[src/rtl/block_deserialiser_pkg.sv]
// -----------------------------------------------------------------------------
// block_deserialiser_pkg
//   Shared types and constants for the word-serial to ChaCha20 block path.
//   word_t        : one 32-bit matrix element / serial word
//   MATRIX_ROWS   : rows of the 4x4 state matrix
//   MATRIX_COLS   : columns of the 4x4 state matrix
//   BLOCK_WORDS   : words per block (ROWS*COLS)
//   bank_state_e  : life cycle of one storage bank of the double buffer
// -----------------------------------------------------------------------------
package block_deserialiser_pkg;

   typedef logic [31:0] word_t;

   localparam int MATRIX_ROWS = 4;
   localparam int MATRIX_COLS = 4;
   localparam int BLOCK_WORDS = MATRIX_ROWS * MATRIX_COLS;

   typedef enum logic [1:0] {
      BANK_EMPTY   = 2'd0,
      BANK_FILLING = 2'd1,
      BANK_FULL    = 2'd2
   } bank_state_e;

endpackage : block_deserialiser_pkg

[src/rtl/block_deserialiser_if.sv]
// -----------------------------------------------------------------------------
// block_deserialiser_if
//   Bundles the serial input handshake, the abort strobe, the block output
//   handshake and the status outputs of the block deserialiser.
//   master : word source / block consumer (drives in_word, in_valid, abort,
//            out_ready)
//   slave  : the deserialiser (drives in_ready, out_matrix, out_valid,
//            fill_level, blocks_out)
// -----------------------------------------------------------------------------
interface block_deserialiser_if
   import block_deserialiser_pkg::*;
#(
   parameter int WORD_W = $bits(word_t),
   parameter int ROWS   = MATRIX_ROWS,
   parameter int COLS   = MATRIX_COLS,
   parameter int CNT_W  = 32
);

   logic [WORD_W-1:0]                      in_word;
   logic                                   in_valid;
   logic                                   in_ready;
   logic                                   abort;
   logic [ROWS-1:0][COLS-1:0][WORD_W-1:0]  out_matrix;
   logic                                   out_valid;
   logic                                   out_ready;
   logic [4:0]                             fill_level;
   logic [CNT_W-1:0]                       blocks_out;

   modport master (
      output in_word, in_valid, abort, out_ready,
      input  in_ready, out_matrix, out_valid, fill_level, blocks_out
   );

   modport slave (
      input  in_word, in_valid, abort, out_ready,
      output in_ready, out_matrix, out_valid, fill_level, blocks_out
   );

endinterface : block_deserialiser_if

[src/rtl/block_deserialiser_bank.sv]
// -----------------------------------------------------------------------------
// deser_bank
//   One 16-word storage bank of the ping-pong buffer, with its own
//   EMPTY/FILLING/FULL state and write index.
//   clk, rst    : clock, asynchronous active-low reset
//   i_wr_en     : store i_wr_word at the current index (word accepted)
//   i_wr_word   : incoming word
//   i_abort     : discard a partial fill (ignored once FULL)
//   i_drain     : consumer took this bank's block
//   o_words     : stored block, row-major
//   o_idx       : number of words written into the current fill
//   o_full      : bank holds a complete block
// -----------------------------------------------------------------------------
module deser_bank
   import block_deserialiser_pkg::*;
#(
   parameter int WORD_W = $bits(word_t),
   parameter int ROWS   = MATRIX_ROWS,
   parameter int COLS   = MATRIX_COLS,
   parameter int IDX_W  = $clog2(ROWS * COLS)
) (
   input  logic                                  clk,
   input  logic                                  rst,
   input  logic                                  i_wr_en,
   input  logic [WORD_W-1:0]                     i_wr_word,
   input  logic                                  i_abort,
   input  logic                                  i_drain,
   output logic [ROWS-1:0][COLS-1:0][WORD_W-1:0] o_words,
   output logic [IDX_W-1:0]                      o_idx,
   output logic                                  o_full
);

   localparam int NWORDS = ROWS * COLS;
   localparam logic [IDX_W-1:0] LAST_IDX = IDX_W'(NWORDS - 1);

   bank_state_e       r_state;
   bank_state_e       w_state_nxt;
   logic [IDX_W-1:0]  r_idx;
   logic [WORD_W-1:0] r_mem [NWORDS];
   logic              w_wr;
   logic              w_clear;

   // Abort only touches a bank that is not holding a finished block.
   assign w_clear = i_abort && (r_state != BANK_FULL);
   assign w_wr    = i_wr_en && !w_clear;

   // State register
   always_ff @(posedge clk or negedge rst) begin
      if (!rst) begin
         r_state <= BANK_EMPTY;
      end else begin
         r_state <= w_state_nxt;
      end
   end

   // Next-state logic
   always_comb begin
      w_state_nxt = r_state;
      case (r_state)
         BANK_EMPTY: begin
            if (w_wr) w_state_nxt = BANK_FILLING;
         end
         BANK_FILLING: begin
            if (w_clear)                        w_state_nxt = BANK_EMPTY;
            else if (w_wr && r_idx == LAST_IDX) w_state_nxt = BANK_FULL;
         end
         BANK_FULL: begin
            if (i_drain) w_state_nxt = BANK_EMPTY;
         end
         default: w_state_nxt = BANK_EMPTY;
      endcase
   end

   // Write index: wraps to 0 after the last word so the bank is ready to refill.
   always_ff @(posedge clk or negedge rst) begin
      if (!rst) begin
         r_idx <= '0;
      end else if (w_clear) begin
         r_idx <= '0;
      end else if (w_wr) begin
         r_idx <= (r_idx == LAST_IDX) ? '0 : r_idx + IDX_W'(1);
      end
   end

   // Storage is cleared on reset so the output matrix reads zero.
   always_ff @(posedge clk or negedge rst) begin
      if (!rst) begin
         for (int i = 0; i < NWORDS; i++) r_mem[i] <= '0;
      end else if (w_wr) begin
         r_mem[r_idx] <= i_wr_word;
      end
   end

   // Outputs
   always_comb begin
      o_full = (r_state == BANK_FULL);
      o_idx  = r_idx;
      for (int r = 0; r < ROWS; r++) begin
         for (int c = 0; c < COLS; c++) begin
            o_words[r][c] = r_mem[r * COLS + c];
         end
      end
   end

endmodule : deser_bank

[src/rtl/block_deserialiser.sv]
// -----------------------------------------------------------------------------
// block_deserialiser
//   Reassembles a stream of 32-bit words into 4x4 ChaCha20 state matrices
//   using two deser_bank instances as a ping-pong buffer: one bank fills
//   while the other waits for the consumer.
//   clk  : system clock, rising edge
//   rst  : asynchronous active-low reset
//   bus  : block_deserialiser_if.slave
//          in_word/in_valid/in_ready : serial word handshake
//          abort                     : drop the partially filled block
//          out_matrix/out_valid/out_ready : block handshake
//          fill_level                : words in the filling bank
//          blocks_out                : blocks handed off (wraps)
// -----------------------------------------------------------------------------
module block_deserialiser
   import block_deserialiser_pkg::*;
#(
   parameter int WORD_W = $bits(word_t),
   parameter int ROWS   = MATRIX_ROWS,
   parameter int COLS   = MATRIX_COLS,
   parameter int CNT_W  = 32
) (
   input  logic                 clk,
   input  logic                 rst,
   block_deserialiser_if.slave  bus
);

   localparam int IDX_W = $clog2(ROWS * COLS);
   localparam logic [IDX_W-1:0] LAST_IDX = IDX_W'(ROWS * COLS - 1);

   logic                                  r_fill_ptr;
   logic                                  r_rd_ptr;
   logic [CNT_W-1:0]                      r_blocks_out;

   logic                                  w_bank_full  [2];
   logic [IDX_W-1:0]                      w_bank_idx   [2];
   logic [ROWS-1:0][COLS-1:0][WORD_W-1:0] w_bank_words [2];

   logic                                  w_in_ready;
   logic                                  w_accept;
   logic                                  w_last;
   logic                                  w_out_valid;
   logic                                  w_drain;

   // in_ready is deliberately not gated by abort; abort wins inside w_accept.
   assign w_in_ready  = !w_bank_full[r_fill_ptr];
   assign w_accept    = bus.in_valid && w_in_ready && !bus.abort;
   assign w_last      = w_accept && (w_bank_idx[r_fill_ptr] == LAST_IDX);
   assign w_out_valid = w_bank_full[r_rd_ptr];
   assign w_drain     = w_out_valid && bus.out_ready;

   for (genvar b = 0; b < 2; b++) begin : g_bank
      deser_bank #(
         .WORD_W (WORD_W),
         .ROWS   (ROWS),
         .COLS   (COLS),
         .IDX_W  (IDX_W)
      ) u_bank (
         .clk       (clk),
         .rst       (rst),
         .i_wr_en   (w_accept  && (r_fill_ptr == 1'(b))),
         .i_wr_word (bus.in_word),
         .i_abort   (bus.abort && (r_fill_ptr == 1'(b))),
         .i_drain   (w_drain   && (r_rd_ptr   == 1'(b))),
         .o_words   (w_bank_words[b]),
         .o_idx     (w_bank_idx[b]),
         .o_full    (w_bank_full[b])
      );
   end

   // Fill and read pointers move independently, so completion of one bank
   // and hand-off of the other can happen in the same cycle.
   always_ff @(posedge clk or negedge rst) begin
      if (!rst) begin
         r_fill_ptr   <= 1'b0;
         r_rd_ptr     <= 1'b0;
         r_blocks_out <= '0;
      end else begin
         if (w_last)  r_fill_ptr <= !r_fill_ptr;
         if (w_drain) begin
            r_rd_ptr     <= !r_rd_ptr;
            r_blocks_out <= r_blocks_out + CNT_W'(1);
         end
      end
   end

   assign bus.in_ready   = w_in_ready;
   assign bus.out_valid  = w_out_valid;
   assign bus.out_matrix = w_bank_words[r_rd_ptr];
   assign bus.fill_level = 5'(w_bank_idx[r_fill_ptr]);
   assign bus.blocks_out = r_blocks_out;

endmodule : block_deserialiser

[src/flat_wrapper.sv]
// flat-port wrapper written by rule: the top's interface ports become plain ports
module block_deserialiser_flat import block_deserialiser_pkg::*;
#(
   parameter int WORD_W = $bits(word_t),
   parameter int ROWS   = MATRIX_ROWS,
   parameter int COLS   = MATRIX_COLS,
   parameter int CNT_W  = 32
)
  (clk, rst, bus_in_word, bus_in_valid, bus_abort, bus_out_ready, bus_in_ready, bus_out_matrix, bus_out_valid, bus_fill_level, bus_blocks_out);
  block_deserialiser_if #(.WORD_W(WORD_W), .ROWS(ROWS), .COLS(COLS), .CNT_W(CNT_W)) bus_i ();
  input  logic clk;
  input  logic rst;
  input wire logic [$bits(bus_i.in_word)-1:0] bus_in_word;
  input wire logic [$bits(bus_i.in_valid)-1:0] bus_in_valid;
  input wire logic [$bits(bus_i.abort)-1:0] bus_abort;
  input wire logic [$bits(bus_i.out_ready)-1:0] bus_out_ready;
  output wire logic [$bits(bus_i.in_ready)-1:0] bus_in_ready;
  output wire logic [$bits(bus_i.out_matrix)-1:0] bus_out_matrix;
  output wire logic [$bits(bus_i.out_valid)-1:0] bus_out_valid;
  output wire logic [$bits(bus_i.fill_level)-1:0] bus_fill_level;
  output wire logic [$bits(bus_i.blocks_out)-1:0] bus_blocks_out;
  assign bus_i.in_word = bus_in_word;
  assign bus_i.in_valid = bus_in_valid;
  assign bus_i.abort = bus_abort;
  assign bus_i.out_ready = bus_out_ready;
  assign bus_in_ready = bus_i.in_ready;
  assign bus_out_matrix = bus_i.out_matrix;
  assign bus_out_valid = bus_i.out_valid;
  assign bus_fill_level = bus_i.fill_level;
  assign bus_blocks_out = bus_i.blocks_out;
  block_deserialiser #(.WORD_W(WORD_W), .ROWS(ROWS), .COLS(COLS), .CNT_W(CNT_W)) u_core (.clk(clk), .rst(rst), .bus(bus_i));
endmodule
[config.mk]
export PLATFORM = sky130hd
export DESIGN_NAME = block_deserialiser_flat
export DESIGN_NICKNAME = d
export VERILOG_FILES = /design/src/rtl/block_deserialiser_pkg.sv /design/src/rtl/block_deserialiser_if.sv /design/src/rtl/block_deserialiser_bank.sv /design/src/rtl/block_deserialiser.sv /design/src/flat_wrapper.sv
export SDC_FILE = /design/constraint.sdc
export NUM_CORES = 1
export LEC_CHECK = 0
export ABC_CLOCK_PERIOD_IN_PS = 3800
export CAP_MARGIN = 5
export CORE_AREA = 2 2 403 205
export DETAILED_ROUTE_END_ITERATION = 10
export DIE_AREA = 0 0 405 207
export GPL_ROUTABILITY_DRIVEN = 0
export PLACE_DENSITY = 0.92
export SLEW_MARGIN = 20
export SYNTH_ARGS = -nofsm -noshare
export SYNTH_HDL_FRONTEND = slang
export SYNTH_SLANG_ARGS = --single-unit
[constraint.sdc]
create_clock -name clk -period 3.8 [get_ports clk]
set_clock_uncertainty 0.15 [all_clocks]
set_input_delay 1.14 -clock clk [delete_from_list [all_inputs] [get_ports clk]]
set_output_delay 1.14 -clock clk [all_outputs]
set_load 0.01 [all_outputs]
Word-level counts from Yosys, hierarchy flattened
Cells that the tools add are included.

Register bits after elaboration: 1070. Output and inout bits: 551. Word-level logic and storage cells: 133.

$add $sub $neg: 3. Order comparisons: 6. Equality and inequality tests: 15. Muxes and demuxes: 34. Bitwise logic cells: 6. Reduce and logical (&&, ||, !) cells: 30.

Operators by type and width (count): 512-bit two-way mux (3); 512-bit bitwise mux (2); 32-bit demux with 4-bit select (2); 32-bit two-way mux (2); 4-bit two-way mux (9); 32-bit by 1-bit adder with 32-bit output (second input constant) (1); 1-bit logical AND (18); 2-bit two-way mux (8); 4-bit == test (second input constant) (3); 2-bit inequality test (second input constant) (6); 2-bit one-hot mux with 3 select lines (2); 5-bit >= comparator (second input constant) (2); 5-bit by 1-bit < comparator with 1-bit output (second input constant) (2); 4-bit inverter with 5-bit output (2); 4-bit by 1-bit adder with 4-bit output (second input constant) (2); 1-bit zero test (6); 1-bit two-way mux (6); 3-bit inequality test (second input constant) (2); 3-bit AND reduction (2); 2-bit by 1-bit == test with 1-bit output (second input constant) (2); 2-bit == test (second input constant) (2); 2-bit >= comparator (second input constant) (2); 2-bit zero test (2); 1-bit inverter with 2-bit output (2); 2 further kinds (4).

Depth between registers and ports, before layout
Depth in word-level cells: 13. Gate-level depth with buffers: 8. Gate-level depth less buffers: 5.

Modules after synthesis
From an unflattened synthesis, not the netlist that was laid out.

Cell total of the unflattened synthesis: 3065. Area, all modules: 47473.0 um^2.

By module, submodules not included: deser_bank at u_core.g_bank[0].u_bank (instances 1, cells each 1166, area each 19779.0 um^2, sequential area each 12962.4 um^2); deser_bank at u_core.g_bank[1].u_bank (instances 1, cells each 1167, area each 19769.0 um^2, sequential area each 12962.4 um^2); block_deserialiser (instances 1, cells each 732, area each 7925.1 um^2, sequential area each 850.8 um^2).

Least setup slack after synthesis
Ideal clock, no wire load.

Path kind: register to output. From: register u_core.r_rd_ptr. To: output bus_out_matrix[169]. Data arrival time: 1663 ps. Setup slack: 847 ps. Cell stages (with the launch flop): 6. Buffers on the path: 4. Cells stage by stage: dfrtp_1 > clkbuf_1 > buf_2 > clkbuf_1 > clkbuf_1 > mux2_2.

Longest elaborated chain between the ends: 4.

Ends and longest elaborated chain: start: declaration (line block_deserialiser.sv:32) `logic r_rd_ptr;`; start signal: assignment (line block_deserialiser.sv:81) `r_rd_ptr <= !r_rd_ptr;`; 1-bit inverter with 2-bit output (not written as such) (line block_deserialiser.sv:89) `assign bus.out_matrix = w_bank_words[r_rd_ptr];`; 512-bit two-way mux (not written as such) (3 in series) (line block_deserialiser.sv:89); end: declaration (line flat_wrapper.sv:18) `output wire logic [$bits(bus_i.out_matrix)-1:0] bus_out_matrix;`.

Every way passes these cells. The select of a mux whose other input is x is not followed.

Final worst setup path
From: register u_core.r_rd_ptr. To: output bus_out_matrix[44].

Same word-level chain as after synthesis.

==> flow_results.xml <==
<?xml version="1.0" encoding="UTF-8"?>
<metrics>
  <group name="timing">
    <metric name="rsz0062_at_grt" unit="">true</metric>
    <metric name="final_min_period_over_clock_period" unit="%">100</metric>
    <metric name="endpoints_failing_hold" unit="">0</metric>
    <metric name="final_period_minus_worst_setup_slack" unit="ps">3810</metric>
    <metric name="worst_slew_pin_slew" unit="ps">948</metric>
    <metric name="achievable-frequency" unit="GHz">0.262</metric>
    <metric name="setup_viol_count_final" unit="">2</metric>
    <metric name="timing.max_slew.rel_slack" unit="%">36.6</metric>
    <metric name="final.setup.tns" unit="ps">-19.2</metric>
    <metric name="slew_violations" unit="">0</metric>
    <metric name="finalWorstSetupSlack" unit="ps">-11.7</metric>
  </group>
  <group name="power">
    <metric name="power.clock.fraction" unit="%">32.5</metric>
    <metric name="cellLeakagePower" unit="nW">32.4</metric>
    <metric name="swShare" unit="%">27.4</metric>
    <metric name="switching_power" unit="mW">8.79</metric>
    <metric name="totalPowerFinal" unit="mW">32.0</metric>
    <metric name="internal_power" unit="mW">23.2</metric>
    <metric name="ir_worst_vdd" unit="mV">0.382</metric>
    <metric name="pwr_density_cell" unit="nW/µm²">542</metric>
    <metric name="power.share.sequential" unit="%">44.6</metric>
    <metric name="comb_power_share" unit="%">22.9</metric>
  </group>
  <group name="setup_path">
    <metric name="critPathMostFrequentCell" unit="">sky130_fd_sc_hd__buf_6</metric>
    <metric name="critical_path_required" unit="ps">2510</metric>
    <metric name="crit_type" unit="">reg2out</metric>
    <metric name="critical_path.startpoint_type" unit="">flip-flop</metric>
    <metric name="critical_path.reg2reg.endpoint" unit="">u_core.bus.blocks_out[18]</metric>
    <metric name="slowest_delay" unit="ps">440</metric>
    <metric name="worst_case_reg_to_reg_path_depth" unit="">9</metric>
    <metric name="worstPathArrival" unit="ps">2520</metric>
    <metric name="path_cells" unit="">buf_6, buf_12, buf_6, bufbuf_16, mux2_2, dlygate4sd2_1</metric>
    <metric name="regToRegSetupSlack" unit="ps">1120</metric>
    <metric name="worst_setup_path_end_kind" unit="">primary output</metric>
    <metric name="rr_startpoint" unit="">u_core.r_rd_ptr</metric>
    <metric name="critPathMaxFanout" unit="">11</metric>
    <metric name="crit_path_top_delay_cell" unit="">sky130_fd_sc_hd__dfrtp_4</metric>
  </group>
  <group name="flow_run">
    <metric name="max_cap_violations" unit="">0</metric>
  </group>
  <group name="routing">
    <metric name="routed_wire_length_per_instance" unit="µm">28.3</metric>
    <metric name="ant_nets" unit="">0</metric>
    <metric name="drt-total-wl" unit="mm">139</metric>
    <metric name="drt_iter0_markers" unit="">2541</metric>
    <metric name="drtPass1Iterations" unit="">5</metric>
    <metric name="routed-via-count" unit="">29600</metric>
    <metric name="viasPerCell" unit="">6.01</metric>
    <metric name="drc" unit="">0</metric>
  </group>
  <group name="worst_hold_path">
    <metric name="hold_path_class" unit="">in2async</metric>
  </group>
  <group name="cts">
    <metric name="clockBufferDepth" unit="">3</metric>
    <metric name="path_clk_slew" unit="ps">70</metric>
    <metric name="cts_root_buffer" unit="">sky130_fd_sc_hd__clkbuf_16</metric>
    <metric name="tritoncts.num_buffers" unit="">92</metric>
    <metric name="cts.sinks" unit="">1070</metric>
    <metric name="clock_tree_from_tritoncts" unit="">done</metric>
    <metric name="htreeDepth" unit="">3</metric>
    <metric name="clk_latency" unit="ps">690</metric>
  </group>
  <group name="floorplanning">
    <metric name="die_width" unit="µm">405</metric>
    <metric name="start_util" unit="%">58.4</metric>
    <metric name="core_region_area" unit="µm²">80600</metric>
    <metric name="floorplan.die_area" unit="µm²">83800</metric>
    <metric name="io-pin-count" unit="">588</metric>
    <metric name="floorplan.rows" unit="">74</metric>
    <metric name="die_h" unit="µm">207</metric>
  </group>
  <group name="grt">
    <metric name="grt_pass1_wl" unit="mm">206</metric>
    <metric name="grt_antenna_before_repair" unit="">3</metric>
    <metric name="grt_pass1_vias" unit="">31300</metric>
    <metric name="gr-total-overflow" unit="">0</metric>
    <metric name="grtUsageTotal" unit="%">32.9</metric>
    <metric name="grt_max_degree" unit="">88</metric>
  </group>
  <group name="placement">
    <metric name="port-buffer-count" unit="">586</metric>
    <metric name="dp_cells" unit="">4695</metric>
    <metric name="preCtsSetupSlack" unit="ps">231</metric>
    <metric name="dp_hpwl" unit="mm">88.0</metric>
  </group>
  <group name="final_layout">
    <metric name="finalNonFillerCells" unit="">4916</metric>
    <metric name="antenna_cells" unit="">0</metric>
    <metric name="area_added_between_synthesis_and_finish" unit="%">25.4</metric>
    <metric name="nNetsFinal" unit="">3782</metric>
    <metric name="most-common-layout-cells" unit="">sky130_fd_sc_hd__mux2_2 (1497), sky130_fd_sc_hd__dfrtp_1 (1068), sky130_fd_sc_hd__dlygate4sd2_1 (309)</metric>
    <metric name="final_common_cell" unit="">sky130_fd_sc_hd__mux2_2</metric>
    <metric name="proportion_of_layout_cells_with_a_drive_suffix_above_1" unit="%">51.5</metric>
  </group>
  <group name="logic_synthesis">
    <metric name="synth_area_per_cell" unit="µm²">15.2</metric>
    <metric name="synth_cell_types" unit="">51</metric>
    <metric name="post_synth_instance_area" unit="µm²">47100</metric>
    <metric name="post_synth_net_total" unit="">3141</metric>
    <metric name="ys_dominant_reg_cell" unit="">sky130_fd_sc_hd__dfrtp_1</metric>
    <metric name="fraction_of_the_yosys_area_taken_by_sequential_cells" unit="%">56.8</metric>
    <metric name="synth-async-reset-ratio" unit="%">100</metric>
    <metric name="ys_ff_latch" unit="">1070</metric>
    <metric name="syn_inst" unit="">3095</metric>
    <metric name="synth-warning-count" unit="">0</metric>
    <metric name="synth_edf_count" unit="">0</metric>
  </group>
  <group name="outcome">
    <metric name="violations" unit="">negative setup slack</metric>
    <metric name="run_status" unit="">finished with violations</metric>
  </group>
</metrics>
-- Yosys cell counts (2+ instances only) --
cell type | count | area (µm²)
sky130_fd_sc_hd__mux2_1 | 25 | 282
sky130_fd_sc_hd__nor3_1 | 5 | 25.0
sky130_fd_sc_hd__nand3_1 | 17 | 85.1
sky130_fd_sc_hd__inv_1 | 12 | 45.0
sky130_fd_sc_hd__mux2_2 | 1500 | 16900
sky130_fd_sc_hd__and4_1 | 3 | 26.3
sky130_fd_sc_hd__buf_6 | 31 | 349
sky130_fd_sc_hd__buf_1 | 8 | 30.0
sky130_fd_sc_hd__nor4_1 | 2 | 12.5
sky130_fd_sc_hd__nor3b_1 | 2 | 15.0
sky130_fd_sc_hd__nand2_1 | 27 | 101
sky130_fd_sc_hd__xnor2_1 | 31 | 272
sky130_fd_sc_hd__clkbuf_1 | 140 | 526
sky130_fd_sc_hd__nor2b_1 | 4 | 25.0
sky130_fd_sc_hd__dfrtp_1 | 1070 | 26800
sky130_fd_sc_hd__nor3_4 | 2 | 32.5
sky130_fd_sc_hd__a22o_1 | 2 | 17.5
sky130_fd_sc_hd__nand4b_1 | 2 | 17.5
sky130_fd_sc_hd__and3_1 | 10 | 62.6
sky130_fd_sc_hd__nand4_1 | 28 | 175
sky130_fd_sc_hd__nand3_2 | 2 | 20.0
sky130_fd_sc_hd__buf_4 | 3 | 22.5
sky130_fd_sc_hd__nand3_4 | 10 | 175
sky130_fd_sc_hd__nand2b_1 | 4 | 25.0
sky130_fd_sc_hd__ha_1 | 9 | 113
sky130_fd_sc_hd__buf_2 | 85 | 425
sky130_fd_sc_hd__mux2_4 | 16 | 240
sky130_fd_sc_hd__nand4b_2 | 4 | 60.1
sky130_fd_sc_hd__a21oi_1 | 4 | 20.0
sky130_fd_sc_hd__o21ai_0 | 9 | 45.0
sky130_fd_sc_hd__or4_1 | 2 | 15.0
sky130_fd_sc_hd__nor2_1 | 7 | 26.3
-- power groups by stage --
stage                     registers [mW]  clock network, mW  logic, mW
after floorplan                     14.0                  0       4.02
after global placement              14.2                  0       7.26
after detailed placement            14.4                  0       7.43
after CTS                           14.2               10.4       7.33
after global routing                14.5               11.0       7.72
final                               14.3               10.4       7.34
-- routing by layer --
metal	part of all wire [%]	wire length, µm	vias up	GRT usage [%]
li1	-	-	12300	-
met1	44	61300	15800	46.7
met2	46	64000	1130	49.7
met3	6.6	9190	285	8.10
met4	3.5	4840	0	11.4
met5	0	0	-	0
-- logic make-up after synthesis --
family	share of synthesized area, %
fa+ha+maj	0.239
flops	56.8
buf+inv	2.97
other cells	0.00796
mux	37.0
xor+xnor	0.595
simple gates	2.06
compound gates	0.332
-- final cells by class --
class | instances | area, µm²
Sequential cell | 1070 | 26800
Fill cell | 4915 | 21600
Multi-Input combinational cell | 1745 | 19000
Timing Repair Buffer | 814 | 8540
Clock buffer | 135 | 2640
Tap cell | 1102 | 1380
Clock inverter | 37 | 653
Inverter | 13 | 48.8
-- sequential cells by signal, summed over array words and instances, names as in the netlist --
register / flops
u_core.g_bank.u_bank.r_state: 4
u_core.bus.blocks_out: 32
u_core.r_rd_ptr: 1
u_core.r_fill_ptr: 1
u_core.g_bank.u_bank.o_words: 1024
u_core.g_bank.u_bank.o_idx: 8
-- repair_timing --
action,in CTS,in global routing
hold buffers,0,0
setup endpoints to repair,469,223
pin swaps,0,0
buffers inserted,21,8
resized for setup,402,209
cloned,15,5
-- through the flow --
step	utilization [%]	hold slack [ps]	area, µm²
3_5_place_dp	68.2	330	55000
6_report	73.3	274	59100
5_1_grt	73.3	281	59100
3_3_place_gp	68.2	314	55000
2_1_floorplan	-	304	47100
4_1_cts	72.8	301	58700
-- critical path: cells and delay by family (launching register included) --
kind | cells | cell delay [ps]
buf+inv | 5 | 1020
mux | 1 | 370
flops | 1 | 440
-- how the worst max path moves through the flow --
stage	from	to	slack, ps	cells past startpoint
CTS	u_core.r_rd_ptr	bus_out_matrix[129]	-150	4
detailed placement	bus_abort	u_core.g_bank[1].u_bank.o_words[60]	230	7
floorplan	u_core.r_rd_ptr	bus_out_matrix[169]	850	5
finish	u_core.r_rd_ptr	bus_out_matrix[44]	-10	6
global placement	bus_abort	u_core.g_bank[1].u_bank.o_words[59]	280	7
global route	u_core.r_rd_ptr	bus_out_matrix[44]	-70	6
Note: power is estimated with default switching activity, not from simulation.
